**src/rtl/oled_window_sched.sv**
```systemverilog
// ============================================================================
// Module : oled_window_sched
// Brief  : Paints one ST7735 window as CASET/RASET/RAMWR followed by RGB565 pixel bytes.
// Rev    : 1.0  initial release
// ============================================================================
`default_nettype none
`timescale 1ns/1ps

module oled_window_sched #(
    parameter int C_x_bits   = 7,
    parameter int C_y_bits   = 8,
    parameter int C_x_max    = 127,
    parameter int C_y_max    = 159,
    parameter int C_x_offset = 0,
    parameter int C_y_offset = 0
) (
    input  logic                clk,
    input  logic                reset,
    input  logic                init_done,
    input  logic                start,
    input  logic [C_x_bits-1:0] win_x0,
    input  logic [C_x_bits-1:0] win_x1,
    input  logic [C_y_bits-1:0] win_y0,
    input  logic [C_y_bits-1:0] win_y1,
    output logic [C_x_bits-1:0] x,
    output logic [C_y_bits-1:0] y,
    input  logic [15:0]         color,
    output logic                byte_valid,
    output logic [7:0]          byte_data,
    output logic                byte_dc,
    input  logic                byte_ready,
    output logic                busy,
    output logic                done,
    output logic                error
);

    typedef enum logic [2:0] {
        S_IDLE  = 3'd0,
        S_HDR   = 3'd1,
        S_FETCH = 3'd2,
        S_HI    = 3'd3,
        S_LO    = 3'd4,
        S_ADV   = 3'd5
    } state_t;

    localparam logic [C_x_bits-1:0] c_x_max = C_x_bits'(C_x_max);
    localparam logic [C_y_bits-1:0] c_y_max = C_y_bits'(C_y_max);
    localparam logic [3:0]          c_hdr_last = 4'd10;

    state_t              state_q, state_d;
    logic [3:0]          idx_q, idx_d;
    logic [C_x_bits-1:0] x_q, x_d, x0_q, x0_d, x1_q, x1_d;
    logic [C_y_bits-1:0] y_q, y_d, y0_q, y0_d, y1_q, y1_d;
    logic [7:0]          color_lo_q, color_lo_d;
    logic                valid_q, valid_d;
    logic [7:0]          data_q, data_d;
    logic                dc_q, dc_d;
    logic                busy_q, busy_d;
    logic                done_q, done_d;
    logic                error_q, error_d;
    logic                hs;
    logic                win_bad;
    logic [8:0]          hdr_next;

    assign hs      = valid_q & byte_ready;
    assign win_bad = (win_x0 > win_x1) || (win_y0 > win_y1) ||
                     (win_x1 > c_x_max) || (win_y1 > c_y_max);

    // {dc, byte} of header entry i; coordinates come from the latched window
    function automatic logic [8:0] hdr_byte(input logic [3:0] i);
        logic [8:0] r;
        case (i)
            4'd0:    r = {1'b0, 8'h2A};
            4'd2:    r = {1'b1, 8'(x0_q) + 8'(C_x_offset)};
            4'd4:    r = {1'b1, 8'(x1_q) + 8'(C_x_offset)};
            4'd5:    r = {1'b0, 8'h2B};
            4'd7:    r = {1'b1, 8'(y0_q) + 8'(C_y_offset)};
            4'd9:    r = {1'b1, 8'(y1_q) + 8'(C_y_offset)};
            4'd10:   r = {1'b0, 8'h2C};
            default: r = {1'b1, 8'h00};
        endcase
        return r;
    endfunction

    assign hdr_next = hdr_byte(idx_q + 4'd1);

    always_comb begin
        state_d    = state_q;
        idx_d      = idx_q;
        x_d        = x_q;
        y_d        = y_q;
        x0_d       = x0_q;
        x1_d       = x1_q;
        y0_d       = y0_q;
        y1_d       = y1_q;
        color_lo_d = color_lo_q;
        valid_d    = valid_q;
        data_d     = data_q;
        dc_d       = dc_q;
        busy_d     = busy_q;
        done_d     = 1'b0;
        error_d    = 1'b0;
        case (state_q)
            S_IDLE: begin
                if (start && init_done) begin
                    if (win_bad) begin
                        error_d = 1'b1;
                    end else begin
                        x0_d    = win_x0;
                        x1_d    = win_x1;
                        y0_d    = win_y0;
                        y1_d    = win_y1;
                        x_d     = win_x0;
                        y_d     = win_y0;
                        busy_d  = 1'b1;
                        idx_d   = 4'd0;
                        valid_d = 1'b1;
                        data_d  = 8'h2A;
                        dc_d    = 1'b0;
                        state_d = S_HDR;
                    end
                end
            end
            S_HDR: begin
                if (hs) begin
                    if (idx_q == c_hdr_last) begin
                        idx_d   = 4'd0;
                        valid_d = 1'b0;
                        state_d = S_FETCH;
                    end else begin
                        idx_d          = idx_q + 4'd1;
                        {dc_d, data_d} = hdr_next;
                    end
                end
            end
            S_FETCH: begin
                // High byte goes straight out; only the low byte needs holding
                color_lo_d = color[7:0];
                valid_d    = 1'b1;
                data_d     = color[15:8];
                dc_d       = 1'b1;
                state_d    = S_HI;
            end
            S_HI: begin
                if (hs) begin
                    data_d  = color_lo_q;
                    state_d = S_LO;
                end
            end
            S_LO: begin
                if (hs) begin
                    valid_d = 1'b0;
                    state_d = S_ADV;
                end
            end
            S_ADV: begin
                if (x_q < x1_q) begin
                    x_d     = x_q + C_x_bits'(1);
                    state_d = S_FETCH;
                end else if (y_q < y1_q) begin
                    x_d     = x0_q;
                    y_d     = y_q + C_y_bits'(1);
                    state_d = S_FETCH;
                end else begin
                    busy_d  = 1'b0;
                    done_d  = 1'b1;
                    state_d = S_IDLE;
                end
            end
            default: state_d = S_IDLE;
        endcase
    end

    always_ff @(posedge clk) begin
        if (reset) begin
            state_q    <= S_IDLE;
            idx_q      <= 4'd0;
            x_q        <= '0;
            y_q        <= '0;
            x0_q       <= '0;
            x1_q       <= '0;
            y0_q       <= '0;
            y1_q       <= '0;
            color_lo_q <= 8'h00;
            valid_q    <= 1'b0;
            data_q     <= 8'h00;
            dc_q       <= 1'b0;
            busy_q     <= 1'b0;
            done_q     <= 1'b0;
            error_q    <= 1'b0;
        end else begin
            state_q    <= state_d;
            idx_q      <= idx_d;
            x_q        <= x_d;
            y_q        <= y_d;
            x0_q       <= x0_d;
            x1_q       <= x1_d;
            y0_q       <= y0_d;
            y1_q       <= y1_d;
            color_lo_q <= color_lo_d;
            valid_q    <= valid_d;
            data_q     <= data_d;
            dc_q       <= dc_d;
            busy_q     <= busy_d;
            done_q     <= done_d;
            error_q    <= error_d;
        end
    end

    assign x          = x_q;
    assign y          = y_q;
    assign byte_valid = valid_q;
    assign byte_data  = data_q;
    assign byte_dc    = dc_q;
    assign busy       = busy_q;
    assign done       = done_q;
    assign error      = error_q;

endmodule

`default_nettype wire

```
**config.mk**
```make
export PLATFORM = sky130hd
export DESIGN_NAME = oled_window_sched
export DESIGN_NICKNAME = d
export VERILOG_FILES = /design/src/rtl/oled_window_sched.sv
export SDC_FILE = /design/constraint.sdc
export NUM_CORES = 1
export LEC_CHECK = 0
export BUFFER_PORTS_ARGS = -buffer_cell sky130_fd_sc_hd__buf_2
export CORE_MARGIN = 4
export CORE_UTILIZATION = 60
export CTS_BUF_LIST = sky130_fd_sc_hd__clkbuf_8
export DETAILED_ROUTE_END_ITERATION = 8
export PLACE_DENSITY = 0.91
export SYNTH_ARGS = -nofsm -noshare
export SYNTH_HDL_FRONTEND = slang
export SYNTH_SLANG_ARGS = --single-unit
```
**constraint.sdc**
```tcl
create_clock -name clk -period 4.7 [get_ports clk]
set_input_delay 0 -clock clk [delete_from_list [all_inputs] [get_ports clk]]
set_output_delay 0 -clock clk [all_outputs]
set_load 0.02 [all_outputs]
```
==> results of run 1 <==
-- cell type report --
type                    count  share of cell area
well taps                 102              0.0220
multi-input cells         470               0.523
flip-flops and latches     73               0.252
clock buffers              10              0.0238
clock inverters             6              0.0184
repair buffers            119               0.137
inverters                  37              0.0240
-- flip-flops by register name, summed over array words and instances, names as in the netlist --
name and count:
busy 1, byte_dc 1, byte_valid 1, color_lo_q 8
y0_q 8, y1_q 8, state_q 3, idx_q 4
x1_q 7, y 8, error 1, done 1
byte_data 8, x0_q 7, x 7
-- what timing repair did --
action,in CTS,in global routing
setup buffers,0,0
hold endpoints to repair,44,0
hold buffers,38,0
-- layer usage --
metal  global-route usage  up-vias  part of all wire
met5                    0        -                 0
met1                0.393     2458              0.37
met4                0.184        0             0.061
met3               0.0983      122             0.098
li1                     -     2376                 -
met2                0.546      400              0.47
-- metrics by stage --
stage | setup slack (ns) | cells | instance area, um^2 | power (W)
after floorplan | 2.60 | 615 | 4800 | 0.000832
after global placement | 2.00 | 763 | 5170 | 0.000904
after detailed placement | 2.02 | 763 | 5170 | 0.000916
after CTS | 1.90 | 817 | 5790 | 0.00154
after global routing | 1.61 | 817 | 5790 | 0.00161
final | 1.75 | 817 | 5790 | 0.00157
-- power by group through the flow --
| stage | Sequential, W | Clock, W | Combinational, W |
|---|---|---|---|
| CTS | 0.000658 | 0.000615 | 0.000271 |
| global route | 0.000662 | 0.000646 | 0.000306 |
| global placement | 0.000672 | 0 | 0.000232 |
| detailed placement | 0.000673 | 0 | 0.000244 |
| floorplan | 0.000675 | 0 | 0.000158 |
| finish | 0.000660 | 0.000621 | 0.000286 |
-- synth_stat cells (4+ instances only) --
cell	count	share of area
o22ai_1	6	0.0078
xor2_1	4	0.0073
buf_2	8	0.0083
a22o_1	8	0.015
a21oi_1	75	0.078
inv_1	35	0.027
o21ai_0	24	0.025
mux2i_1	7	0.015
nor2b_1	5	0.0065
nand3_1	11	0.011
ha_1	36	0.094
nor2_1	42	0.033
a211oi_1	8	0.013
nand2_1	110	0.086
nor3_1	10	0.010
a21o_1	5	0.0078
nand4_1	7	0.0091
dfxtp_1	73	0.30
a311oi_1	6	0.011
o21ai_1	4	0.0042
nand2b_1	7	0.0091
a31oi_1	5	0.0065
clkbuf_1	20	0.016
nor3b_1	5	0.0078
-- tightest hold or removal path: cells and delay by family --
family | cells | cell delay [ns]
buffers and inverters | 1 | 0.07
AOI/OAI and AO/OA | 2 | 0.17
and+or+nand+nor | 2 | 0.13
-- worst max-delay path by stage --
| stage | startpoint | endpoint | slack [ns] |
|---|---|---|---|
| 2_1_floorplan | x[2] | x[0] | 2.60 |
| 3_3_place_gp | state_q[1] | y[3] | 2.00 |
| 3_5_place_dp | state_q[1] | y[3] | 2.02 |
| 4_1_cts | win_y1[7] | idx_q[3] | 1.90 |
| 5_1_grt | win_x1[6] | y[2] | 1.61 |
| 6_report | win_y0[7] | y[7] | 1.75 |
-- cells by family after synthesis --
kind of cell,Yosys count,share of synthesized area
AOI/OAI and AO/OA,193,0.273
xor gates and xnor gates,9,0.0235
adders and majority gates,36,0.0938
buffers and inverters,72,0.0654
DFF,73,0.304
muxes,9,0.0193
and+or+nand+nor,223,0.221
==> reports/qor.txt, run 1 <==
Worst-path clk slew = 0.08 ns
final wirelength = 16.3 mm
CTS Buf Count = 9
Crit Path Max Fanout = 36
P&R area growth vs syn = 20.6%
LEAKAGE = 2.37 nW
Starting DRT DRC Count = 725
IO Count = 79
post-synth net total = 702
sequential area share after synthesis = 0.304
CTS sink cnt = 73
r2r setup slk = 1.89 ns
crit path cell chain = dlygate4sd3_1 > buf_2 > ha_1 > a21oi_1 > o21ai_0 > o21ai_1 > nand4_4 > nor2_4 > nor2_1 > o32ai_1
Net Sw Frac = 0.287
critical path class = in2reg
MaxCap Viol Count = 0
Hold WC Path Type = in2reg
CP required = 4.96 ns
hold depth = 5
number of vias per cell = 6.56
setup violators final = 0
most frequent cells in the layout = nand2_1 (110), buf_2 (78), a21oi_1 (75)
worst-margin pin slew = 1.10 ns
final period utilization = 0.627
initial antenna violation count = 0
ys flop type = dfxtp_1
internal power = 0.00112 W
status = completed
Root Driver = clkbuf_8
TritonCTS clock tree = built
Synth Area per Inst = 7.81 um^2
YS warnings = 0
RSZ-0062 raised after global routing = no
Final Hold Viols = 0
row count = 32
Die H = 97.5 um
min Tclk post-route = 2.95 ns
maximum VDD drop = 0.000293 V
power per cell area = 271 nW/um^2
# diodes = 0
reg2reg path depth = 5
commonest non-fill, non-tap cell in the layout = nand2_1
hpwl dp = 10.4 mm
Starting Density = 0.618
global route overflow = 0
Core Region = 7770 um^2
Worst path max stage delay = 0.77 ns
EDFF count, synth = 0
Die Area = 9500 um^2
largest net degree at the start of global routing = 73
register area = 1460 um^2
FF-to-FF End = y[7]
count of cell types in the netlist = 81
worst skew pair latency = 0.36 ns
reg2reg start = state_q[1]
Reg power frac = 0.421
NetSw = 0.000451 W
Buf/Inv on CP = 2
Port Buf Inserts = 78
vias = 5356
final net count = 797
CTS resizes = 0
Seq cells post-synth = 73
max frequency = 0.339 GHz
clock network fraction of total power = 0.396
skew final = 0.0114 ns
router iterations before antenna repair = 5
H-tree levels = 3
Slew HR = 0.266
Async SR Flop Fraction = 0
Worst path slowest cell = nor2_4
DIE WIDTH = 97.5 um
setup_tns = 0 ns
CP startpoint kind = input pin
vias in the first global route = 5309
DRC violations left = 0
Top delay family on crit path = simple AND/OR/NAND/NOR gates
Final Core Density = 0.746
post-route ant nets = 0
Multi-input gate area = 3030 um^2
Final GP Congestion = 0.983
Logic pwr share = 0.182
Arr. time, crit path = 3.21 ns
GR Util All Layers = 0.335
CTS Buffer Depth = 2
Syn Std Cell Area = 4800 um^2
Hold Path End = byte_data[2]
Mapped Cells = 615
Hold Startpoint = color[10]
hold slack = 0.0443 ns
Wirelength per Cell = 20.0 um
Fillers = 508
CP endpoint kind = flop
share of cells above drive strength 1 = 0.182
critical path depth in cells = 10
Slew Limit Fails = 0
first-pass GRT wire length = 26.2 mm
Note: power is estimated with default switching activity, not from simulation.
==> inputs of run 2 (changes only) <==
- ABC_AREA: default -> 1
- CORE_UTILIZATION: 60 -> 58
- PLACE_DENSITY: 0.91 -> 0.89
- clock period: 4.7 -> 3.09 ns (I/O delays scaled with it)
==> run 2 against run 1 <==
Compared with the run above:
- non-clock buffer count unchanged
- clock power rose by 37%
- power rose by 57%
- count of clock-buffer cells in the layout did not move
- die area down 1.9%
- clock skew increased by 0.0029 ns
- sequential share of layout area is 0.91 points higher
- combinational power increased by 100%
- largest cell class unchanged
- sequential power rose by 58%
- worst hold slack lost 0.021 ns
- utilization is 1.8 points lower
- cell count increased by 10%
==> reports/qor.txt, run 2 <==
Arr. time, crit path = 2.90 ns (-0.31 ns)
max frequency = 0.380 GHz
TritonCTS clock tree = built
Root Driver = clkbuf_8
Synth area leader = dfxtp_1
Die Area = 9320 um^2 (-1.9%)
min Tclk post-route = 2.63 ns
Synth Area per Inst = 6.64 um^2 (-15%)
Layout Cells excl Fill = 900 (+10%)
CTS Buffer Depth = 2 (unchanged)
setup_tns = 0 ns (unchanged)
CTS sink cnt = 73 (unchanged)
Placement Cell Area = 5000 um^2 (-3.2%)
power per cell area = 441 nW/um^2 (+63%)
Worst path max stage delay = 0.55 ns (-0.22 ns)
vias in the first global route = 4829 (-9.0%)
maximum VDD drop = 0.000233 V (-20%)
Crit Path Max Fanout = 18 (-50%)
Worst-path clk slew = 0.09 ns (about the same)
Place WS = 0.727 ns (-1.30 ns)
Slew HR = 0.598 (+0.332)
Syn Std Cell Area = 4540 um^2 (-5.4%)
ys flop type = dfxtp_1
most frequent cells in the layout = nand2_1 (143), nor2_1 (99), inv_1 (88)
placed instance count = 847 (+11%)
row count = 32 (unchanged)
CP startpoint kind = input pin
Port Buf Inserts = 78 (unchanged)
Fillers = 590 (+16%)
Multi-input gate area = 2630 um^2 (-13%)
GRT met3 Usage = 0.0558 (-0.0426)
Wirelength per Cell = 14.7 um (-26%)
IO Count = 79 (unchanged)
CTS resizes = 0 (unchanged)
router iterations before antenna repair = 5 (unchanged)
first-pass GRT wire length = 21.5 mm (-18%)
Starting Density = 0.591 (-0.0271)
MaxCap Viol Count = 0 (unchanged)
count of cell types in the netlist = 36 (-56%)
RSZ-0062 raised after global routing = no
share of cells above drive strength 1 = 0.153 (-0.0289)
P&R area growth vs syn = 23.0%
DRC violations left = 0 (unchanged)
largest net degree at the start of global routing = 65 (-11%)
DIE WIDTH = 96.5 um (-0.97%)
Starting DRT DRC Count = 395 (-46%)
Final Hold Viols = 0 (unchanged)
sequential area share after synthesis = 0.322 (+0.0173)
Setup Buffers After CTS = 0 (unchanged)
GR Util All Layers = 0.295 (-0.0400)
final period utilization = 0.852
crit path cell chain = dlygate4sd3_1 > buf_2 > inv_1 > ha_1 > nand2_1 > inv_1 > a21oi_1 > nand2_1 > a21oi_4 > nand4_2 > nand2_1 > inv_1 > nor2_1 > nor2_1
commonest non-fill, non-tap cell in the layout = nand2_1
Buf/Inv on CP = 5 (+3)
number of vias per cell = 5.59 (-15%)
setup violators final = 0 (unchanged)
CP required = 3.36 ns (-1.60 ns)
met2 GRT Util = 0.494 (-0.0513)
Seq cells post-synth = 73 (unchanged)
worst skew pair latency = 0.37 ns (about the same)
met1 Use GR = 0.359 (-0.0335)
post-synth net total = 771 (+9.8%)
status = completed
Hold WC Path Type = in2reg
skew final = 0.0143 ns (+0.00289 ns)
Die H = 96.5 um (-0.97%)
global route overflow = 0 (unchanged)
vias = 5027 (-6.1%)
critical path class = in2reg
Final GP Congestion = 0.922 (-6.2%)
Core Region = 7690 um^2 (-1.0%)
most used routing layer = met2
YS warnings = 0 (unchanged)
top cell type's share of synthesized area = 0.322 (+0.0173)
post-route ant nets = 0 (unchanged)
setup ws final = 0.456 ns (-1.30 ns)
CTS Buf Count = 9 (unchanged)
final net count = 880 (+10%)
Slew Limit Fails = 0 (unchanged)
EDFF count, synth = 0 (unchanged)
Worst path slowest cell = dlygate4sd3_1
hpwl dp = 9.43 mm (-9.5%)
Async SR Flop Fraction = 0 (unchanged)
H-tree levels = 3 (unchanged)
fin area = 5590 um^2 (-3.5%)
top cells by area, synth = dfxtp_1 (32%), nand2_1 (12%), ha_1 (9.9%)
# diodes = 0 (unchanged)
hold slack = 0.0229 ns (-0.0214 ns)
CP endpoint kind = flop
register area = 1460 um^2 (unchanged)
most frequent cell after synthesis = nand2_1
LEAKAGE = 2.70 nW (+14%)
initial antenna violation count = 0 (unchanged)
Mapped Cells = 684 (+11%)
Synth top cells by count = nand2_1 (143), nor2_1 (99), inv_1 (87)
Top delay family on crit path = simple AND/OR/NAND/NOR gates
worst-margin pin slew = 0.602 ns (-0.499 ns)
final wirelength = 13.2 mm (-19%)
[run 2: changes by cell type in the layout (fill, tap and decap cells not counted), sizes merged, moves of 7 or more]
cell,change
a211oi,-10
nor3,-8
nand2,+34
nand3,+12
inv,+56
a21oi,-18
o21ai,+57
mux2i,-7
a311oi,-9
nand2b,-7
nor2,+57
[run 2: cell type report]
type                            instances  share of cell area
Inverter                               95              0.0638
Tap cell                              102              0.0228
Multi-Input combinational cell        495               0.471
Timing Repair Buffer                  119               0.141
Sequential cell                        73               0.261
Clock inverter                          6              0.0148
Clock buffer                           10              0.0246
[run 2: final timing paths]
path / start / end / slack [ns] / cells after the start
setup / recovery: win_x1[6] / x[5] / 0.46 / 14
hold / removal: win_x0[1] / x0_q[1] / 0.02 / 3
setup reg to reg: x[6] / x[5] / 0.66 / 10
hold reg to reg: busy / busy / 0.45 / 2
[run 2: repair_timing]
action / 4_1_cts / 5_1_grt
endpoints found under the hold margin: 49 / 0
setup endpoints to repair: 0 / 0
hold buffers: 37 / 0
[run 2: layer usage]
layer | share of wire | up-vias
li1 | - | 2430
met1 | 0.41 | 2258
met2 | 0.48 | 280
met3 | 0.076 | 59
met4 | 0.042 | 0
met5 | 0 | -
[run 2: kinds of logic after synthesis]
logic type	count (synthesis)	share of synthesized area
xor gates and xnor gates	9	0.0207
buffers and inverters	116	0.0988
adders and majority gates	36	0.0991
DFF	73	0.322
AOI/OAI and AO/OA	163	0.193
and+or+nand+nor	287	0.267
[run 2: worst register-to-register path, stage by stage, from the launching register on]
cell and delay (ns):
dfxtp_1 0.42, ha_1 0.30, a21oi_1 0.16, o21a_1 0.13, nand2_1 0.36, nand2_1 0.18
nand2_1 0.13, nand2_1 0.31, inv_1 0.13, nor2_1 0.14, nor2_1 0.06
[run 2: power breakdown]
group          leakage [nW]  internal (W)  switching (W)  total, W
clock                 0.117      0.000473       0.000380  0.000852
sequential            0.592      0.000990      0.0000505   0.00104
combinational          1.99      0.000212       0.000361  0.000573
total                  2.70       0.00167       0.000791   0.00247
[run 2: per-stage QoR]
stage / utilization / power (W)
floorplan: - / 0.00142
global placement: 0.650 / 0.00155
detailed placement: 0.650 / 0.00158
CTS: 0.727 / 0.00244
global route: 0.727 / 0.00257
finish: 0.727 / 0.00247
